[src/rtl/line_arbiter_if.sv]
// line_arbiter_if: bundles the split I/D cache-line request paths and the
// single burst main-memory port around the line arbiter.
//   slave  : arbiter view (takes line requests and memory beats, drives
//            line responses and the burst command/write beats)
//   master : environment view (caches + memory model), the mirror image
interface line_arbiter_if #(
    parameter int ADDR_W = 32,
    parameter int LINE_W = 256,
    parameter int BEAT_W = 64
);
    logic              i_read;
    logic [ADDR_W-1:0] i_address;
    logic [LINE_W-1:0] i_rdata;
    logic              i_resp;

    logic              d_read;
    logic              d_write;
    logic [ADDR_W-1:0] d_address;
    logic [LINE_W-1:0] d_wdata;
    logic [LINE_W-1:0] d_rdata;
    logic              d_resp;

    logic              pmem_read;
    logic              pmem_write;
    logic [ADDR_W-1:0] pmem_address;
    logic [BEAT_W-1:0] pmem_wdata;
    logic [BEAT_W-1:0] pmem_rdata;
    logic              pmem_resp;

    modport slave (
        input  i_read, i_address, d_read, d_write, d_address, d_wdata,
               pmem_rdata, pmem_resp,
        output i_rdata, i_resp, d_rdata, d_resp,
               pmem_read, pmem_write, pmem_address, pmem_wdata
    );

    modport master (
        output i_read, i_address, d_read, d_write, d_address, d_wdata,
               pmem_rdata, pmem_resp,
        input  i_rdata, i_resp, d_rdata, d_resp,
               pmem_read, pmem_write, pmem_address, pmem_wdata
    );
endinterface

[src/rtl/line_arbiter.sv]
// line_arbiter: arbitrates instruction-line reads against data-line
// reads/writes and turns each granted 256-bit line into a BEATS-beat burst
// on the physical memory port, then pulses a one-cycle response carrying
// the assembled line back to the granted side.
// Ports:
//   clk  - rising-edge clock
//   rst  - asynchronous active-low reset
//   bus  - line_arbiter_if.slave: i_* / d_* line requests and responses,
//          pmem_* burst port (read/write held for the whole burst,
//          one pmem_resp per beat)
// Interface parameters must match ADDR_W/LINE_W/BEAT_W here.
module line_arbiter #(
    parameter int BEATS  = 4,
    parameter int BEAT_W = 64,
    parameter int LINE_W = 256,
    parameter int ADDR_W = 32
) (
    input  logic          clk,
    input  logic          rst,
    line_arbiter_if.slave bus
);
    localparam int K_W   = (BEATS > 1) ? $clog2(BEATS) : 1;
    localparam int OFF_W = $clog2(LINE_W / 8);
    localparam logic [ADDR_W-1:0] ALIGN_MASK = {ADDR_W{1'b1}} << OFF_W;
    localparam logic [K_W-1:0]    LAST_K     = K_W'(BEATS - 1);

    typedef enum logic [2:0] {IDLE, I_RD, D_RD, D_WR, DONE} state_t;

    state_t                       state, state_nxt;
    logic [K_W-1:0]               k;
    logic [BEATS-1:0][BEAT_W-1:0] line_buf;
    logic [BEATS-1:0][BEAT_W-1:0] wline;
    logic [ADDR_W-1:0]            addr_q;
    logic                         last_d;   // last grant went to D (reset: I)
    logic                         want_i, want_d, grant, grant_d, in_burst;

    assign want_i   = bus.i_read;
    assign want_d   = bus.d_read | bus.d_write;
    assign grant    = (state == IDLE) && (want_i || want_d);
    // On contention D wins unless it won last time, so neither side waits
    // more than one transaction.
    assign grant_d  = want_d && (!want_i || !last_d);
    assign in_burst = (state == I_RD) || (state == D_RD) || (state == D_WR);

    always_ff @(posedge clk or negedge rst) begin
        if (!rst) state <= IDLE;
        else      state <= state_nxt;
    end

    always_comb begin
        state_nxt        = state;
        bus.pmem_read    = 1'b0;
        bus.pmem_write   = 1'b0;
        bus.i_resp       = 1'b0;
        bus.d_resp       = 1'b0;
        bus.i_rdata      = '0;
        bus.d_rdata      = '0;
        bus.pmem_address = addr_q;
        bus.pmem_wdata   = wline[k];
        case (state)
            IDLE: begin
                if (grant) begin
                    if (!grant_d)         state_nxt = I_RD;
                    else if (bus.d_write) state_nxt = D_WR;   // write wins over an illegal read+write
                    else                  state_nxt = D_RD;
                end
            end
            I_RD, D_RD: begin
                bus.pmem_read = 1'b1;
                if (bus.pmem_resp && k == LAST_K) state_nxt = DONE;
            end
            D_WR: begin
                bus.pmem_write = 1'b1;
                if (bus.pmem_resp && k == LAST_K) state_nxt = DONE;
            end
            DONE: begin
                // last_d was updated at grant time, so it names the owner
                // of the transaction completing now.
                if (last_d) begin
                    bus.d_resp  = 1'b1;
                    bus.d_rdata = line_buf;
                end else begin
                    bus.i_resp  = 1'b1;
                    bus.i_rdata = line_buf;
                end
                state_nxt = IDLE;
            end
            default: state_nxt = IDLE;
        endcase
    end

    always_ff @(posedge clk or negedge rst) begin
        if (!rst) begin
            k        <= '0;
            line_buf <= '0;
            wline    <= '0;
            addr_q   <= '0;
            last_d   <= 1'b0;
        end else if (grant) begin
            addr_q <= (grant_d ? bus.d_address : bus.i_address) & ALIGN_MASK;
            last_d <= grant_d;
            k      <= '0;
            if (grant_d && bus.d_write) wline <= bus.d_wdata;
        end else if (in_burst && bus.pmem_resp) begin
            if (state != D_WR) line_buf[k] <= bus.pmem_rdata;
            k <= (k == LAST_K) ? '0 : k + K_W'(1);
        end
    end
endmodule

[src/flat_wrapper.sv]
// flat-port wrapper written by rule: the top's interface ports become plain ports
module line_arbiter_flat 
#(
    parameter int BEATS  = 4,
    parameter int BEAT_W = 64,
    parameter int LINE_W = 256,
    parameter int ADDR_W = 32
)
  (clk, rst, bus_i_read, bus_i_address, bus_d_read, bus_d_write, bus_d_address, bus_d_wdata, bus_pmem_rdata, bus_pmem_resp, bus_i_rdata, bus_i_resp, bus_d_rdata, bus_d_resp, bus_pmem_read, bus_pmem_write, bus_pmem_address, bus_pmem_wdata);
  line_arbiter_if #(.ADDR_W(ADDR_W), .LINE_W(LINE_W), .BEAT_W(BEAT_W)) bus_i ();
  input  logic clk;
  input  logic rst;
  input wire logic [$bits(bus_i.i_read)-1:0] bus_i_read;
  input wire logic [$bits(bus_i.i_address)-1:0] bus_i_address;
  input wire logic [$bits(bus_i.d_read)-1:0] bus_d_read;
  input wire logic [$bits(bus_i.d_write)-1:0] bus_d_write;
  input wire logic [$bits(bus_i.d_address)-1:0] bus_d_address;
  input wire logic [$bits(bus_i.d_wdata)-1:0] bus_d_wdata;
  input wire logic [$bits(bus_i.pmem_rdata)-1:0] bus_pmem_rdata;
  input wire logic [$bits(bus_i.pmem_resp)-1:0] bus_pmem_resp;
  output wire logic [$bits(bus_i.i_rdata)-1:0] bus_i_rdata;
  output wire logic [$bits(bus_i.i_resp)-1:0] bus_i_resp;
  output wire logic [$bits(bus_i.d_rdata)-1:0] bus_d_rdata;
  output wire logic [$bits(bus_i.d_resp)-1:0] bus_d_resp;
  output wire logic [$bits(bus_i.pmem_read)-1:0] bus_pmem_read;
  output wire logic [$bits(bus_i.pmem_write)-1:0] bus_pmem_write;
  output wire logic [$bits(bus_i.pmem_address)-1:0] bus_pmem_address;
  output wire logic [$bits(bus_i.pmem_wdata)-1:0] bus_pmem_wdata;
  assign bus_i.i_read = bus_i_read;
  assign bus_i.i_address = bus_i_address;
  assign bus_i.d_read = bus_d_read;
  assign bus_i.d_write = bus_d_write;
  assign bus_i.d_address = bus_d_address;
  assign bus_i.d_wdata = bus_d_wdata;
  assign bus_i.pmem_rdata = bus_pmem_rdata;
  assign bus_i.pmem_resp = bus_pmem_resp;
  assign bus_i_rdata = bus_i.i_rdata;
  assign bus_i_resp = bus_i.i_resp;
  assign bus_d_rdata = bus_i.d_rdata;
  assign bus_d_resp = bus_i.d_resp;
  assign bus_pmem_read = bus_i.pmem_read;
  assign bus_pmem_write = bus_i.pmem_write;
  assign bus_pmem_address = bus_i.pmem_address;
  assign bus_pmem_wdata = bus_i.pmem_wdata;
  line_arbiter #(.BEATS(BEATS), .BEAT_W(BEAT_W), .LINE_W(LINE_W), .ADDR_W(ADDR_W)) u_core (.clk(clk), .rst(rst), .bus(bus_i));
endmodule
[config.mk]
export PLATFORM = sky130hd
export DESIGN_NAME = line_arbiter_flat
export DESIGN_NICKNAME = d
export VERILOG_FILES = /design/src/rtl/line_arbiter_if.sv /design/src/rtl/line_arbiter.sv /design/src/flat_wrapper.sv
export SDC_FILE = /design/constraint.sdc
export NUM_CORES = 1
export LEC_CHECK = 0
export BUFFER_PORTS_ARGS = -buffer_cell sky130_fd_sc_hd__buf_2
export CAP_MARGIN = 5
export CORE_AREA = 2 2 386 388
export DETAILED_ROUTE_END_ITERATION = 16
export DIE_AREA = 0 0 388 390
export RECOVER_POWER = 50
export SYNTH_ARGS = -nofsm -noshare
export SYNTH_HDL_FRONTEND = slang
export SYNTH_SLANG_ARGS = --single-unit
[constraint.sdc]
create_clock -name clk -period 3.8 [get_ports clk]
set_input_delay 0.76 -clock clk [delete_from_list [all_inputs] [get_ports clk]]
set_output_delay 0.76 -clock clk [all_outputs]
set_load 0.05 [all_outputs]
==> results.md, run 1 <==
- Vias after detailed routing: 19100
- Drc violations: 0
- Post-DP HPWL: 92.2 mm
- Area contributors post-synth: dfrtp_1, mux2_2, and2_1
- Post-route clock period utilization: 0.930
- Hold Crit Depth: 2
- Static leakage: 17.0 nW
- Mapped Cells: 1866
- DR WL/cell: 23.8 µm
- CTS Sinks: 545
- Largest area contributor in the netlist: dfrtp_1
- Filler cells: 15800
- Delay-heaviest family, CP: buffers and inverters
- Relative slew margins: -0.573
- P&R area growth vs syn: 36.6%
- Power density over the cells: between 800 and 900 nW/µm²
- RD Place Congestion: 0.838
- Nets: 3236
- RSZ-0062 raised after global routing: no
- Max Cap Violations: 3
- Initial antenna violation count: 57
- Post-synth cell types: 32
- Post-CTS setup repair buffer count: 0
- Worst VDD drop: 0.566 mV
- Via-per-instance ratio: 3.96
- Final Util: 0.239
- Pins over their slew limit: 252
- Initial Util: 0.175
- Worst Max-Slew Pin Slew: approximately 2400 ps
- Worst Hold Endpoint: u_core.wline[82]
- Row cnt: 141
- Violated checks: capacitance limit, slew limit
- Synth Cell Area: 25700 µm²
- Vias in the first global route: just under 20000
- Post-route minimum period: 3530 ps
- Root Buffer: clkbuf_16
- Fmax achieved: around 280 MHz
- Hold Buf Count CTS: 0
- Hold Crit Start: bus_d_wdata[82]
- Comb pwr share: 0.380
- Largest net degree at the start of global routing: around 160
- Slowest Stage Delay on Critical Path: ~1300 ps
- Worst path required time: 4330 ps
- Setup TNS: 0 ps
- Initial DRT Pass Iterations: 5
- Status: finished, violations left
- Mapped Avg Cell Area: 13.8 µm²
- DRT Wirelength: 115 mm
- CTS resizes: 0
- Worst-case reg-to-reg path depth: 4
- Setup Viol. Count Final: 0
- Slowest-stage cell, CP: buf_4
- Flop pwr share: 0.385
- Inst Count DP: approximately 4700
- Crit path DAT: 4070 ps
- RR Startpoint: u_core.state[2]
- End of the worst register-to-register path: u_core.wline[79]
- Gr usage total: 0.147
- Overflow after GRT: 0
- Switch Pwr: 0.0118 W
- Synth warn: 0
- Setup Skew: 18.8 ps
- HP Class: input port to flip-flop
- Critical setup path kind: flip-flop to flip-flop
- Die area: 151000 µm²
- Total CTS buffers: 67
- Port buffer count: ~990
- #FFs+latches synth: 545
- Startpoint Class: flip-flop
- Internal: 0.0175 W
- Sequential fraction of the synthesis area: 0.530
- Share of layout cells above drive strength 1: 0.596
- Top cell type's share of synthesized area: 0.530
- Worst R2R Setup Slack: 270 ps
- Die Wd: 388 µm
- Die H: 390 µm
- Final Non-Filler Cells: approximately 4800
- Post-DRT Antenna Nets: 0
- Core area: around 150000 µm²
- CTS tree: done
- Buf+Inv Stages, Crit Path: 1
- Initial DRC Count: 925
- Switching Share: 0.404
- First-pass GRT wire length: 157 mm
- Crit path max fanout: around 150
- Crit end category: flip-flop
- Htree depth: 3
- Clock Pin Slew Worst Setup and Hold Paths: approximately 60 ps
- Buffer depth of the longest clock path: 3
- CP Cell Sequence: nor3_1 > nand3_1 > buf_4 > mux2_2
- Power share of the clock group: 0.235
- Final Hold Vio Count: 0
- Ports: about 1000
- Worst-Skew Late Latency: around 650 ps
- Tot Pwr: roughly 0.029 W
worst max-delay path by stage:
stage	from	end	slack (ps)	cells after the start
2_1_floorplan	u_core.state[0]	bus_d_rdata[246]	950	5
3_3_place_gp	u_core.state[0]	bus_d_rdata[23]	930	6
3_5_place_dp	u_core.state[0]	bus_d_rdata[23]	830	6
4_1_cts	u_core.state[0]	bus_d_rdata[23]	80	6
5_1_grt	rst	u_core.line_buf[209]	80	3
6_report	u_core.state[2]	u_core.wline[79]	270	4
kinds of logic (layout without fill, tap and decap cells):
group	Yosys count	after routing	share of synthesized area
and+or+nand+nor	535	535	0.131
xor gates and xnor gates	1	1	0.000632
DFF	545	545	0.530
other	1	20	0.000146
muxes	631	631	0.304
AOI/OAI and AO/OA	9	9	0.00214
adders and majority gates	4	4	0.00194
buffers and inverters	140	1162	0.0301
synthesized netlist by cell type, drive strengths merged:
master / instances
mux2: 566
dfrtp: 545
and2: 512
buf: 71
clkbuf: 66
mux4: 64
nand2: 5
nor3: 5
ha: 4
o21ai: 4
inv: 3
nor2: 3
a21oi: 2
and3: 2
nand3b: 2
and3b: 1
conb: 1
mux2i: 1
nand2b: 1
nand3: 1
nor3b: 1
o2bb2ai: 1
o31a: 1
o31ai: 1
or3b: 1
or4: 1
xnor2: 1
worst reg2reg max path, delay by kind of cell (launching register included):
| family | cells | cell delay (ps) |
|---|---|---|
| and+or+nand+nor | 2 | 590 |
| muxes | 1 | 870 |
| DFF | 1 | 660 |
| buffers and inverters | 1 | 1310 |
power groups by stage:
| stage | Clock, W | Combinational [W] | Sequential [W] |
|---|---|---|---|
| 2_1_floorplan | 0 | 0.00799 | 0.0103 |
| 3_3_place_gp | 0 | 0.0113 | 0.0113 |
| 3_5_place_dp | 0 | 0.0115 | 0.0114 |
| 4_1_cts | 0.00715 | 0.0115 | 0.0113 |
| 5_1_grt | 0.00736 | 0.0118 | 0.0117 |
| 6_report | 0.00689 | 0.0111 | 0.0113 |
sequential cells by signal, summed over array words and instances (netlist names):
name,flops
u_core.line_buf,256
u_core.wline,256
u_core.bus.pmem_address,27
u_core.state,3
u_core.k,2
u_core.last_d,1
metrics by stage:
| stage | setup slack (ps) | area (µm²) | hold WS [ps] |
|---|---|---|---|
| floorplan | 952 | 25800 | 464 |
| global placement | 932 | 33000 | 483 |
| detailed placement | 828 | 33000 | 487 |
| CTS | 77.6 | 35400 | 114 |
| global route | 82.5 | 35100 | 281 |
| finish | 266 | 35200 | 336 |
layout make-up:
| type | count | area (µm²) | area share |
|---|---|---|---|
| Sequential cell | 545 | 13600 | 0.388 |
| Multi-Input combinational cell | 1185 | 11400 | 0.323 |
| Timing Repair Buffer | 1040 | 5340 | 0.152 |
| Tap cell | 1930 | 2410 | 0.0687 |
| Clock buffer | 91 | 1910 | 0.0543 |
| Clock inverter | 28 | 433 | 0.0123 |
| Antenna cell | 15 | 37.5 | 0.00107 |
| Inverter | 3 | 11.3 | 0.000320 |
layer usage:
| layer | wire [µm] | vias up | part of all wire | track usage |
|---|---|---|---|---|
| li1 | - | 8376 | - | - |
| met1 | 45800 | 9824 | 0.40 | 0.174 |
| met2 | 57000 | 728 | 0.49 | 0.254 |
| met3 | 8840 | 173 | 0.077 | 0.0425 |
| met4 | 3380 | 38 | 0.029 | 0.0500 |
| met5 | 242 | - | 0.0021 | 0 |
cell usage in the layout, fill, tap and decap left out, drive strengths merged, types with 2 or more instances in the layout:
cell	instances
buf	985
mux2	566
dfrtp	545
and2	512
clkbuf	146
mux4	64
diode	15
clkinv	11
bufinv	9
inv	9
nand2	5
conb	5
nor3	5
o21ai	4
ha	4
nor2	3
and3	2
a21oi	2
nand3b	2
clkinvlp	2
(Power assumes the default switching activity.)
==> inputs of run 2 (changes only) <==
--- a/config.mk
+++ b/config.mk
@@ -10,6 +10,7 @@
 export CORE_AREA = 2 2 386 388
 export DETAILED_ROUTE_END_ITERATION = 16
 export DIE_AREA = 0 0 388 390
+export PLACE_DENSITY = 0.4
 export RECOVER_POWER = 50
 export SYNTH_ARGS = -nofsm -noshare
 export SYNTH_HDL_FRONTEND = slang
==> run 2 against run 1 <==
Compared with the run above: the flow still finishes with violations (capacitance limit, slew limit); clock skew up 8.5 ps; total power down 1.5%; sequential power about the same; global-route usage down 0.81 points; via count down 1.3%; worst setup slack better by 58 ps; cell count up 0.72%; sequential share of layout area down 0.26 points; count of clock-buffer cells in the layout up 10.
==> results.md, run 2 (synthesis gave the netlist of run 1 again) <==
- Drc violations: 0 (unchanged)
- Final Hold Vio Count: 0 (unchanged)
- Row cnt: 141 (unchanged)
- Share of layout cells above drive strength 1: 0.600 (was 0.596)
- DRT Wirelength: 108 mm (was 115 mm)
- Initial Util: 0.175 (unchanged)
- Post-route clock period utilization: 0.915 (was 0.930)
- Pins over their slew limit: 68 (was 252)
- Critical setup path kind: flip-flop to output port (was flip-flop to flip-flop)
- DR WL/cell: 22.2 µm (was 23.8 µm)
- Status: finished, violations left (unchanged)
- Hold Crit Depth: 2 (unchanged)
- Dpl ws: 589 ps (was 828 ps)
- Relative slew margins: -0.621 (was -0.573)
- Worst-case reg-to-reg path depth: 5 (was 4)
- Htree depth: 3 (unchanged)
- Gr usage total: 0.139 (was 0.147)
- Root Buffer: clkbuf_16 (unchanged)
- RD Place Congestion: 0.770 (was 0.838)
- Crit path max fanout: 87 (was 153)
- Initial antenna violation count: 85 (was 57)
- Hold slack: 352 ps (was 336 ps)
- Most frequent cells in the layout: buf_2, mux2_2, dfrtp_1, and2_1, clkbuf_16 (unchanged)
- Total CTS buffers: 70 (was 67)
- Post-DP HPWL: 83.1 mm (was 92.2 mm)
- Startpoint Class: flip-flop (unchanged)
- Worst Hold Endpoint: u_core.wline[192] (was u_core.wline[82])
- Overflow after GRT: 0 (unchanged)
- Buffer depth of the longest clock path: 3 (unchanged)
- Final Util: 0.241 (was 0.239)
- Vias after detailed routing: 18900 (was 19100)
- Max Cap Violations: 1 (was 3)
- Crit path DAT: 2720 ps (was 4070 ps)
- Power density over the cells: 816 nW/µm² (was 834 nW/µm²)
- Post-route minimum period: 3480 ps (was 3530 ps)
- Nets: 3255 (was 3236)
- Vias in the first global route: 19800 (about the same)
- Clock Pin Slew Worst Setup and Hold Paths: 60 ps (about the same)
- Hold Crit Start: bus_d_wdata[192] (was bus_d_wdata[82])
- Static leakage: 17.2 nW (was 17.0 nW)
- Largest net degree at the start of global routing: 139 (was 157)
- Setup Skew: 27.3 ps (was 18.8 ps)
- Worst path required time: 3040 ps (was 4330 ps)
- Fmax achieved: 288 MHz (was 283 MHz)
- Core area: 147000 µm² (unchanged)
- Ports: 1002 (unchanged)
- Post-DRT Antenna Nets: 0 (unchanged)
- Inst Count DP: 4713 (was 4703)
- CTS tree: done (unchanged)
- Setup Viol. Count Final: 0 (unchanged)
- Worst R2R Setup Slack: 500 ps (was 270 ps)
- RR Startpoint: u_core.state[2] (unchanged)
- First-pass GRT wire length: 151 mm (was 157 mm)
- Die area: 151000 µm² (unchanged)
- Worst VDD drop: 0.551 mV (was 0.566 mV)
- Die Wd: 388 µm (unchanged)
- CTS Sinks: 545 (unchanged)
- Filler cells: 15900 (was 15800)
- Initial DRT Pass Iterations: 4 (was 5)
- Worst Max-Slew Pin Slew: 2430 ps (was 2360 ps)
- Most common cell after layout, fill and taps aside: buf_2 (unchanged)
- RSZ-0062 raised after global routing: no (unchanged)
- Via-per-instance ratio: 3.88 (was 3.96)
- Initial DRC Count: 618 (was 925)
- Crit end category: output port (was flip-flop)
- Slack of the critical path: 325 ps (was 266 ps)
- Final Non-Filler Cells: 4872 (was 4837)
- Worst-Skew Late Latency: 640 ps (was 650 ps)
- Port buffer count: 986 (unchanged)
- HP Class: input port to flip-flop (unchanged)
- Violated checks: capacitance limit, slew limit (unchanged)
- P&R area growth vs syn: 37.5% (was 36.6%)
- Die H: 390 µm (unchanged)
- End of the worst register-to-register path: u_core.wline[124] (was u_core.wline[79])
-- run 2: metal layers --
layer,up-vias,track usage,routed length [µm]
met5,-,0,456
met4,74,0.0483,3100
met3,189,0.0520,9310
met2,723,0.232,51800
met1,9466,0.164,43600
li1,8446,-,-
-- run 2: worst max-delay path by stage --
stage                     cells past startpoint  slack (ps)             from          endpoint
after floorplan                               5         950  u_core.state[0]  bus_d_rdata[246]
after global placement                        5         660  u_core.state[0]  bus_d_rdata[237]
after detailed placement                      5         590  u_core.state[0]  bus_d_rdata[254]
after CTS                                     6          -4  u_core.state[1]  bus_i_rdata[127]
after global routing                          3         100              rst  u_core.wline[40]
final                                         6         320  u_core.state[2]  bus_i_rdata[127]
-- run 2: final cells by class --
type                    instances  area, µm²  share of cell area
well taps                    1930       2410              0.0682
repair buffers               1054       5470               0.154
flip-flops and latches        545      13600               0.386
diodes                         25       62.6             0.00177
clock inverters                27        329             0.00930
multi-input cells            1187      11400               0.321
inverters                       3       11.3            0.000318
clock buffers                 101       2100              0.0594
-- run 2: critical path, cell delays in order, from the launching register on --
cell and delay, ps:
dfrtp_2 480, buf_4 240, and3_4 310, buf_12 210, buf_12 240, and2_1 240
buf_2 290
-- run 2: where the power goes --
part           total (W)  switching [W]  internal, W
combinational     0.0107        0.00604      0.00462
clock            0.00699        0.00277      0.00421
sequential        0.0112        0.00251      0.00873
-- run 2: per-stage QoR --
step / total power (W) / area (µm²) / setup TNS, ps
finish: 0.0289 / 35400 / 0
CTS: 0.0296 / 35600 / -4.42
global route: 0.0305 / 35400 / 0
floorplan: 0.0183 / 25800 / 0
global placement: 0.0221 / 33100 / 0
detailed placement: 0.0223 / 33100 / 0
-- run 2: repair_timing --
action	4_1_cts	5_1_grt
hold buffers	0	0
setup endpoints to repair	152	18
cloned	2	0
pin swaps	2	1
setup buffers	2	2
resized for setup	4	0
